### src/rtl/instr_loader.sv
// Byte-stream loader: packs bytes MSB-first into 32-bit words and writes them to instruction memory.
// Optional running checksum of written words when LOADER_CHECKSUM_EN is defined.
//
// state | meaning
// IDLE  | waiting for start, not accepting bytes
// RECV  | accepting bytes until a full word is assembled
// WRITE | one-cycle memory write of the assembled word
// DONE  | halt word written or memory full; waiting for start
module instr_loader #(
  parameter int         ADDR_W      = 18,
  parameter int         BASE_ADDR   = 0,
  parameter logic [3:0] HALT_NIBBLE = 4'b1111
) (
  input  logic              clk,
  input  logic              reset,
  input  logic              start,
  input  logic              byte_valid,
  input  logic [7:0]        byte_data,
  output logic              byte_ready,
  output logic              mem_we,
  output logic [ADDR_W-1:0] mem_addr,
  output logic [31:0]       mem_data,
  output logic              busy,
  output logic              done,
  output logic              err_full,
  output logic [ADDR_W:0]   word_count,
  output logic [31:0]       checksum
);

  localparam logic [1:0] IDLE  = 2'd0;
  localparam logic [1:0] RECV  = 2'd1;
  localparam logic [1:0] WRITE = 2'd2;
  localparam logic [1:0] DONE  = 2'd3;

  localparam logic [ADDR_W-1:0] BASE    = BASE_ADDR[ADDR_W-1:0];
  localparam logic [ADDR_W-1:0] PTR_ONE = {{(ADDR_W-1){1'b0}}, 1'b1};
  localparam logic [ADDR_W:0]   WC_ONE  = {{ADDR_W{1'b0}}, 1'b1};

  logic [1:0]        state, state_nxt;
  logic [ADDR_W-1:0] ptr;
  logic [1:0]        bcnt;
  logic [31:0]       word;
  logic [31:0]       word_shift;
  logic              accept, load_start, ptr_last, is_halt;

  assign accept     = (state == RECV) && byte_valid && byte_ready;
  assign load_start = start && ((state == IDLE) || (state == DONE));
  assign word_shift = {word[23:0], byte_data};
  assign ptr_last   = (ptr == {ADDR_W{1'b1}});
  assign is_halt    = (mem_data[31:28] == HALT_NIBBLE);

  always_comb begin
    state_nxt = state;
    case (state)
      IDLE, DONE: if (start) state_nxt = RECV;
      RECV:       if (accept && (bcnt == 2'd3)) state_nxt = WRITE;
      WRITE:      state_nxt = (is_halt || ptr_last) ? DONE : RECV;
      default:    state_nxt = IDLE;
    endcase
  end

  always_ff @(posedge clk or posedge reset) begin
    if (reset) begin
      state      <= IDLE;
      ptr        <= BASE;
      bcnt       <= 2'd0;
      word       <= 32'd0;
      byte_ready <= 1'b0;
      busy       <= 1'b0;
      done       <= 1'b0;
      mem_we     <= 1'b0;
      mem_addr   <= '0;
      mem_data   <= 32'd0;
      err_full   <= 1'b0;
      word_count <= '0;
    end else begin
      state      <= state_nxt;
      byte_ready <= (state_nxt == RECV);
      busy       <= (state_nxt == RECV) || (state_nxt == WRITE);
      done       <= (state_nxt == DONE);
      mem_we     <= 1'b0;
      if (load_start) begin
        ptr        <= BASE;
        bcnt       <= 2'd0;
        word       <= 32'd0;
        err_full   <= 1'b0;
        word_count <= '0;
      end
      if (accept) begin
        word <= word_shift;
        bcnt <= bcnt + 2'd1;
        if (bcnt == 2'd3) begin
          mem_we   <= 1'b1;
          mem_addr <= ptr;
          mem_data <= word_shift;
        end
      end
      if (state == WRITE) begin
        // pointer saturates at the top; the load ends there instead of wrapping
        if (!ptr_last) ptr <= ptr + PTR_ONE;
        word_count <= word_count + WC_ONE;
        if (!is_halt && ptr_last) err_full <= 1'b1;
      end
    end
  end

`ifdef LOADER_CHECKSUM_EN
  always_ff @(posedge clk or posedge reset) begin
    if (reset)               checksum <= 32'd0;
    else if (load_start)     checksum <= 32'd0;
    else if (state == WRITE) checksum <= checksum + mem_data;
  end
`else
  assign checksum = 32'd0;
`endif

endmodule

### config.mk
export PLATFORM = sky130hd
export DESIGN_NAME = instr_loader
export DESIGN_NICKNAME = d
export VERILOG_FILES = /design/src/rtl/instr_loader.sv
export SDC_FILE = /design/constraint.sdc
export NUM_CORES = 1
export LEC_CHECK = 0
export CAP_MARGIN = 20
export CORE_AREA = 2 2 115 144
export CTS_CLUSTER_SIZE = 14
export DETAILED_ROUTE_END_ITERATION = 6
export DIE_AREA = 0 0 117 146
export GPL_ROUTABILITY_DRIVEN = 0
export PLACE_DENSITY = 0.62
export SLEW_MARGIN = 30
export SYNTH_ARGS = -nofsm -noshare
export SYNTH_HDL_FRONTEND = slang
export SYNTH_SLANG_ARGS = --single-unit
### constraint.sdc
create_clock -name clk -period 4.3 [get_ports clk]
set_clock_uncertainty 0.1 [all_clocks]
set_input_delay 0.86 -clock clk [delete_from_list [all_inputs] [get_ports clk]]
set_output_delay 0.86 -clock clk [all_outputs]
set_load 0.02 [all_outputs]
==> impl_metrics.ini, run 1 <==
[worst_setup_path]
worst-path-buf-inv = 3
start_kind = input pin
crit_family = buffers and inverters
crit_slowest_cell = clkdlybuf4s50_1
cp_cell_sequence = clkdlybuf4s50_1 -> and3_1 -> buf_4 -> nand2_2 -> a21oi_1 -> a21oi_1 -> or2_1 -> ha_1 -> inv_1
path_class = input pin to flop
cpMostUsedCell = a21oi_1
critPathMaxStageDelay_ns = 0.49
worstPathArrival_ns = 3.14
reg2reg_slack_ns = 1.58
cp_max_fo = 26
cp.required_ns = 4.51
end_kind = flop

[clock_network]
root_buffer = clkbuf_16
post_cts_buffers = 0
cts_max_path_buffers = 2
cts_buffers = 17
h-tree-depth = 4
ctsResizeCount = 0
clock-sinks = 120
cts_tree = done
hold_buffers = 0
cts.clk_slew.worst_paths_ns = 0.06
clk_latency_ns = 0.41

[finish]
area_growth_pct = 28.69
nFillCells = 1454
layout-drive-gt1-share_pct = 16.27
diodes = 0
final_nets = 595
stdcell_area_um2 = 6943

[drt]
wirelength_mm = 11.76
vias = 3873
dr.pass1.iters = 6
antenna_left = 0
viasPerCell = 4.829
post_drt_wl_per_cell_um = 14.67
dr.first_iter.drc_count = 198
drc = 0

[floorplan]
die_h_um = 146
dieArea_um2 = 17080
num_rows = 51
core_area_um2 = 15630
die_x_um = 117
start_util_pct = 34.51
pin_count = 118

[place]
post-dp-hpwl_mm = 8.087
place_area_um2 = 6327
port_buffers = 85

[power_and_ir_drop]
power_switching_w = 0.001285
vdd_ir_drop_max_mv = 0.3333
clockPowerShare_pct = 36.2
p_int_w = 0.002783
powerDensity_nw_per_um2 = 585.9
p_comb_share_pct = 25.2
p_leak_nw = 3.260
p_sw_share_pct = 31.60
share_seq_of_total_power_pct = 38.6

[logic_synthesis]
synth-seq-cells = 120
synth_warnings = 0
syn_inst = 494
yosys-top-cells-area = dfrtp_1 56%, mux2_2 10%, nand2_1 5.8%
synth_commonest_cells = 120 x dfrtp_1, 84 x nand2_1, 51 x nand3_1
syn_avg_cell_area_um2 = 10.92
synth.distinct_cells = 45
syn_area_um2 = 5395
yosys.area.top_type = dfrtp_1
yosysSeqAreaShare_pct = 55.66
synth_edf_count = 0
synth_most_common_cell = dfrtp_1
synth_top_cell_area_share_pct = 55.66
synthArstFlopShare_pct = 100.0
synthFlopType = dfrtp_1

[timing]
timing.final.hold_violations = 0
finalSetupViolations = 0
setup_tns_ns = 0
slew_headroom_pct = 51.05
timing.fmax_mhz = 340.6
slew_violations = 0
period_minus_slack_ns = 2.936
final.period_utilization_pct = 68.27
holdWs_ns = 0.3893
worstMarginPinSlew_ns = 0.7324
rsz0062_at_grt = false

[global_routing]
grt_first_pass_wirelength_mm = 19.56
overflow = 0
grtUsageTotal_pct = 14.59
grt_max_degree = 65
grt_pass1_vias = 3874
antenna_found_initial = 0

[run]
cap_violations = 0

[outcome]
status = finished clean

[worst_hold_path]
min_path_type = flop to flop
## layout make-up
class / count / area [um^2] / area share, %
inverter: 9 / 36.28 / 0.5226
clock inverter: 15 / 190.2 / 2.739
clock buffer: 17 / 425.4 / 6.127
tap: 212 / 265.3 / 3.821
sequential: 120 / 3003 / 43.25
multi-input combinational: 339 / 2122 / 30.56
timing repair buffer: 90 / 900.9 / 12.98
## stage by stage
step                      util (%)  std cells  total power (W)  worst slack (ns)
final                        44.41        802         0.004068             1.364
after detailed placement     40.47        770         0.002624            0.9668
after global routing         44.41        802         0.004298             1.199
after CTS                    44.41        802         0.004128             1.395
after floorplan                  -        525         0.002164            0.1542
after global placement       40.44        770         0.002594             1.033
## path summary, 6_finish.rpt
path / cells after the start / from / endpoint
setup / recovery: 9 / byte_valid / busy
hold / removal: 1 / word_count[18] / word_count[18]
setup reg to reg: 10 / state[1] / busy
hold reg to reg: 1 / word_count[18] / word_count[18]
max in group asynchronous: 3 / reset / word[17]
min in group asynchronous: 2 / reset / mem_addr[1]
## routing by layer
layer	vias to the layer above	GRT usage, %	wire length, um	share of wire, %
met4	0	5.118	130	1.1
met1	1944	17.80	5078	43
met2	107	24.22	6019	51
met5	-	0	0	0
met3	10	4.415	535	4.5
li1	1812	-	-	-
## cells by family (layout without fill, tap and decap cells)
family                     Yosys count  in the layout  synth area share [%]
and+or+nand+nor                    180            180                 15.72
DFF                                120            120                 55.66
buffers and inverters               66            131                 7.305
muxes                               63             63                 12.85
AOI/OAI and AO/OA                   49             49                 5.543
xor gates and xnor gates             9              9                 1.461
adders and majority gates            6              6                 1.391
other                                1             32               0.06951
## registers in the layout (all words and copies together) (netlist names)
signal	count
state	2
word	24
mem_data	32
busy	1
bcnt	2
byte_ready	1
done	1
word_count	19
err_full	1
ptr	18
mem_we	1
mem_addr	18
## power by group through the flow
stage / Combinational [W] / Sequential (W) / Clock, W
after global placement: 0.00101 / 0.00159 / 0
after detailed placement: 0.00103 / 0.00159 / 0
after floorplan: 0.000437 / 0.00173 / 0
after global routing: 0.00112 / 0.00161 / 0.00157
after CTS: 0.00104 / 0.00158 / 0.00151
final: 0.00102 / 0.00157 / 0.00147
## cell usage in the layout, fill, tap and decap left out, types with 9 or more instances in the layout
cell type / n
clkbuf_16: 17
o21ai_0: 21
dfrtp_1: 120
mux2i_1: 13
a21oi_1: 9
nand3_1: 50
nand2_1: 83
mux2_2: 50
clkdlybuf4s50_1: 85
nor2_1: 13
conb_1: 32
No activity file was read; power rests on OpenSTA's default activity.
==> run 2: changes to the inputs <==
==> constraint.sdc (replaced) <==
create_clock -name clk -period 2.5 [get_ports clk]
set_clock_uncertainty 0.1 [all_clocks]
set_input_delay 0.5 -clock clk [delete_from_list [all_inputs] [get_ports clk]]
set_output_delay 0.5 -clock clk [all_outputs]
set_load 0.02 [all_outputs]
==> impl_metrics.ini, run 2 (synthesized netlist as in run 1, its figures left out) <==
[finish]
largest_register = mem_data
fin_cells = 817
largest_register_ffs = 32
diodes = 0
layout-drive-gt1-share_pct = 17.85
area_growth_pct = 29.78
top_regs = mem_data (32), word (24), word_count (19)
final_nets = 615
final_common_cell = dfrtp_1
final_cell_mix = 120 x dfrtp_1, 85 x clkdlybuf4s50_1, 83 x nand2_1

[clock_network]
hold_buffers = 0
clk_latency_ns = 0.41
cts_tree = done
cts.clk_slew.worst_paths_ns = 0.05
post_cts_buffers = 0
root_buffer = clkbuf_16
cts_max_path_buffers = 2
cts_buffers = 17
h-tree-depth = 4
clock-sinks = 120

[timing]
final.period_utilization_pct = 93.64
setup_tns_ns = 0
slew_violations = 0
timing.final.hold_violations = 0
slew_headroom_pct = 57.20
worst_slack_ns = 0.1591
worstMarginPinSlew_ns = 0.6419
finalSetupViolations = 0
rsz0062_at_grt = false
period_minus_slack_ns = 2.341
timing.fmax_mhz = 427.2

[worst_setup_path]
worstPathArrival_ns = 2.54
cp_max_fo = 5
start_kind = flop
path_class = flop to flop
cp.required_ns = 2.70
end_kind = flop
r2r_cells = 8

[drt]
dr.first_iter.drc_count = 220
post_drt_wl_per_cell_um = 14.70
viasPerCell = 4.753
dr.pass1.iters = 4
wirelength_mm = 12.01
drc = 0
vias = 3883
antenna_left = 0

[global_routing]
overflow = 0
grt_pass1_vias = 4083
grt_first_pass_wirelength_mm = 20.18
antenna_found_initial = 0
grt_max_degree = 121
grtUsageTotal_pct = 15.10

[outcome]
status = finished clean

[floorplan]
start_util_pct = 34.51
die_h_um = 146
dieArea_um2 = 17080
core_area_um2 = 15630
num_rows = 51
pin_count = 118
die_x_um = 117

[place]
dp_cells = 790
port_buffers = 85
post-dp-hpwl_mm = 8.161
place_ws_ns = 0.1074

[power_and_ir_drop]
powerDensity_nw_per_um2 = 953.0
vdd_ir_drop_max_mv = 0.5467
p_leak_nw = 3.310

[worst_hold_path]
whs_path_depth = 1
min_path_type = flop to flop

[run]
cap_violations = 0
-- run 2: cell types whose count changed in the layout (fill, tap and decap cells not counted), sizes merged --
cell	before	now
clkbuf	17	23
inv	15	7
clkinv	4	3
buf	5	25
bufinv	3	1
-- run 2: layout make-up --
type / instances / area, um^2
clock buffers: 23 / 478.0
clock inverters: 4 / 47.55
fillers: 1514 / 8632
inverters: 9 / 37.54
multi-input cells: 339 / 2120
flip-flops and latches: 120 / 3003
well taps: 212 / 265.3
repair buffers: 110 / 1051
-- run 2: timing repair --
action,4_1_cts,5_1_grt
resized for setup,0,1
hold endpoints to repair,0,0
setup endpoints to repair,0,1
-- run 2: critical path, stage by stage, from the launching register on --
cell and delay (ns):
dfrtp_1 0.40, ha_2 0.24, nand4_4 0.13, or4_4 0.50, o21ai_0 0.20, a21oi_1 0.13
or2_1 0.24, ha_1 0.27, inv_1 0.03
-- run 2: where the power goes --
part	leakage (nW)	internal, W	switching [W]
clock	0.257	0.00141	0.000782
sequential	1.64	0.00240	0.000293
combinational	1.42	0.000820	0.000970
-- run 2: path summary, 6_finish.rpt --
check                               startpoint             end  slack (ns)
worst min-delay path            word_count[18]  word_count[18]        0.37
min in group asynchronous                reset     mem_addr[0]        0.53
worst max register to register          ptr[1]            busy        0.16
worst min register to register  word_count[18]  word_count[18]        0.37
worst max-delay path                    ptr[1]            busy        0.16
max in group asynchronous                reset        state[1]        1.29
-- run 2: metrics by stage --
stage                     hold WS (ns)  power (W)  area (um^2)  utilization, %
after floorplan                 0.3548   0.003722         5515               -
after global placement          0.3636   0.004493         6474           41.41
after detailed placement        0.3736   0.004533         6474           41.41
after CTS                       0.3801   0.006780         6999           44.77
after global routing            0.4125   0.007058         7002           44.79
final                           0.3722   0.006672         7002           44.79
-- run 2: routing by layer --
| metal | vias to the layer above | GRT usage [%] | routed length, um |
|---|---|---|---|
| met5 | - | 0 | 0 |
| met4 | 0 | 5.471 | 170 |
| met3 | 13 | 4.623 | 594 |
| met1 | 1925 | 17.92 | 5096 |
| met2 | 105 | 25.49 | 6147 |
| li1 | 1840 | - | - |
==> run 3: changes to the inputs <==
--- a/config.mk
+++ b/config.mk
@@ -11,7 +11,8 @@
 export DETAILED_ROUTE_END_ITERATION = 6
 export DIE_AREA = 0 0 117 146
 export GPL_ROUTABILITY_DRIVEN = 0
-export PLACE_DENSITY = 0.62
+export PLACE_DENSITY = 0.65
+export SKIP_LAST_GASP = 1
 export SLEW_MARGIN = 30
 export SYNTH_ARGS = -nofsm -noshare
 export SYNTH_HDL_FRONTEND = slang
==> impl_metrics.ini, run 3 (synthesized netlist as in run 1, its figures left out) <==
[outcome]
status = finished clean

[global_routing]
grt_max_degree = 33
overflow = 0
grt_first_pass_wirelength_mm = 20.20
antenna_found_initial = 0
grt_pass1_vias = 4005
grtUsageTotal_pct = 15.20

[clock_network]
cts.clk_slew.worst_paths_ns = 0.05
cts_buffers = 17
hold_buffers = 0
h-tree-depth = 4
clk_latency_ns = 0.42
cts_max_path_buffers = 2
root_buffer = clkbuf_16
cts_tree = done
clock-sinks = 120

[floorplan]
die_x_um = 117
die_h_um = 146
start_util_pct = 34.51
core_area_um2 = 15630
num_rows = 51
dieArea_um2 = 17080
pin_count = 118

[worst_hold_path]
min_path_type = flop to flop

[timing]
timing.fmax_mhz = 435.5
final.period_utilization_pct = 91.85
finalSetupViolations = 0
slew_violations = 0
slew_headroom_pct = 53.23
rsz0062_at_grt = false
setup_tns_ns = 0
timing.final.hold_violations = 0
worstMarginPinSlew_ns = 0.7001
period_minus_slack_ns = 2.296

[drt]
post_drt_wl_per_cell_um = 14.58
drc = 0
viasPerCell = 4.736
dr.pass1.iters = 4
vias = 3912
antenna_left = 0
wirelength_mm = 12.04
dr.first_iter.drc_count = 166

[finish]
largest_register = mem_data
utilization_pct = 45.43
nFillCells = 1482
final_nets = 619
area.sequential_um2 = 3003
largest_register_ffs = 32
diodes = 0
top_regs = mem_data (32), word (24), word_count (19)
layout-drive-gt1-share_pct = 19.22
final_cell_mix = 120 x dfrtp_1, 85 x clkdlybuf4s50_1, 83 x nand2_1
final_common_cell = dfrtp_1
multi_input_area_um2 = 2117
area_growth_pct = 31.63

[worst_setup_path]
start_kind = flop
end_kind = flop
path_class = flop to flop
reg2reg_slack_ns = 0.20
cp_max_fo = 4
cp.required_ns = 2.71
worstPathArrival_ns = 2.51

[place]
port_buffers = 85
post-dp-hpwl_mm = 8.661

[power_and_ir_drop]
p_leak_nw = 3.363
vdd_ir_drop_max_mv = 0.5890
powerDensity_nw_per_um2 = 963.3

[run]
cap_violations = 0
[run 3: changes by cell type in the layout (fill, tap and decap cells not counted), sizes merged]
cell and change:
clkinv +6, bufinv +1, buf +4, clkinvlp +2, clkbuf -4
[run 3: cell type report]
cell class / instances / area share (%)
sequential: 120 / 42.28
inverter: 9 / 0.5285
timing repair buffer: 114 / 15.57
clock buffer: 19 / 6.237
clock inverter: 13 / 1.832
multi-input combinational: 339 / 29.81
tap: 212 / 3.735
[run 3: worst paths after layout]
check | cells after the start | from | endpoint
min in group asynchronous | 2 | reset | mem_addr[15]
worst min-delay path | 1 | word_count[18] | word_count[18]
worst max-delay path | 8 | ptr[1] | busy
max in group asynchronous | 3 | reset | word[16]
worst min register to register | 1 | word_count[18] | word_count[18]
worst max register to register | 8 | ptr[1] | busy
[run 3: where the power goes]
group,internal [W],switching [W]
Clock,0.00148,0.000865
Sequential,0.00240,0.000294
Combinational,0.000828,0.000978
[run 3: timing repair]
item	4_1_cts	5_1_grt
endpoints found under the setup margin	0	1
gates resized for setup	0	1
buffers inserted	0	0
endpoints found under the hold margin	0	0
[run 3: critical path: stages, from the launching register on]
cell	delay (ns)
dfrtp_1	0.35
ha_1	0.25
nand4_4	0.14
or4_4	0.50
o21ai_1	0.20
a21oi_1	0.13
or2_1	0.23
ha_1	0.27
inv_1	0.03
[run 3: stage by stage]
step / setup WS, ns / area (um^2) / instances / hold WS [ns] / total power [W]
finish: 0.2039 / 7102 / 826 / 0.3834 / 0.006841
global placement: 0.1786 / 6529 / 794 / 0.3617 / 0.004486
floorplan: 0.2461 / 5515 / 525 / 0.3548 / 0.003722
CTS: 0.08531 / 7102 / 826 / 0.3935 / 0.006948
global route: 0.07135 / 7102 / 826 / 0.4141 / 0.007223
detailed placement: 0.09712 / 6529 / 794 / 0.3860 / 0.004554
[run 3: metal layers]
layer	routed length (um)	global-route usage, %
met1	5019	18.21
met2	6288	25.55
met3	525	4.373
met4	212	5.765
met5	0	0
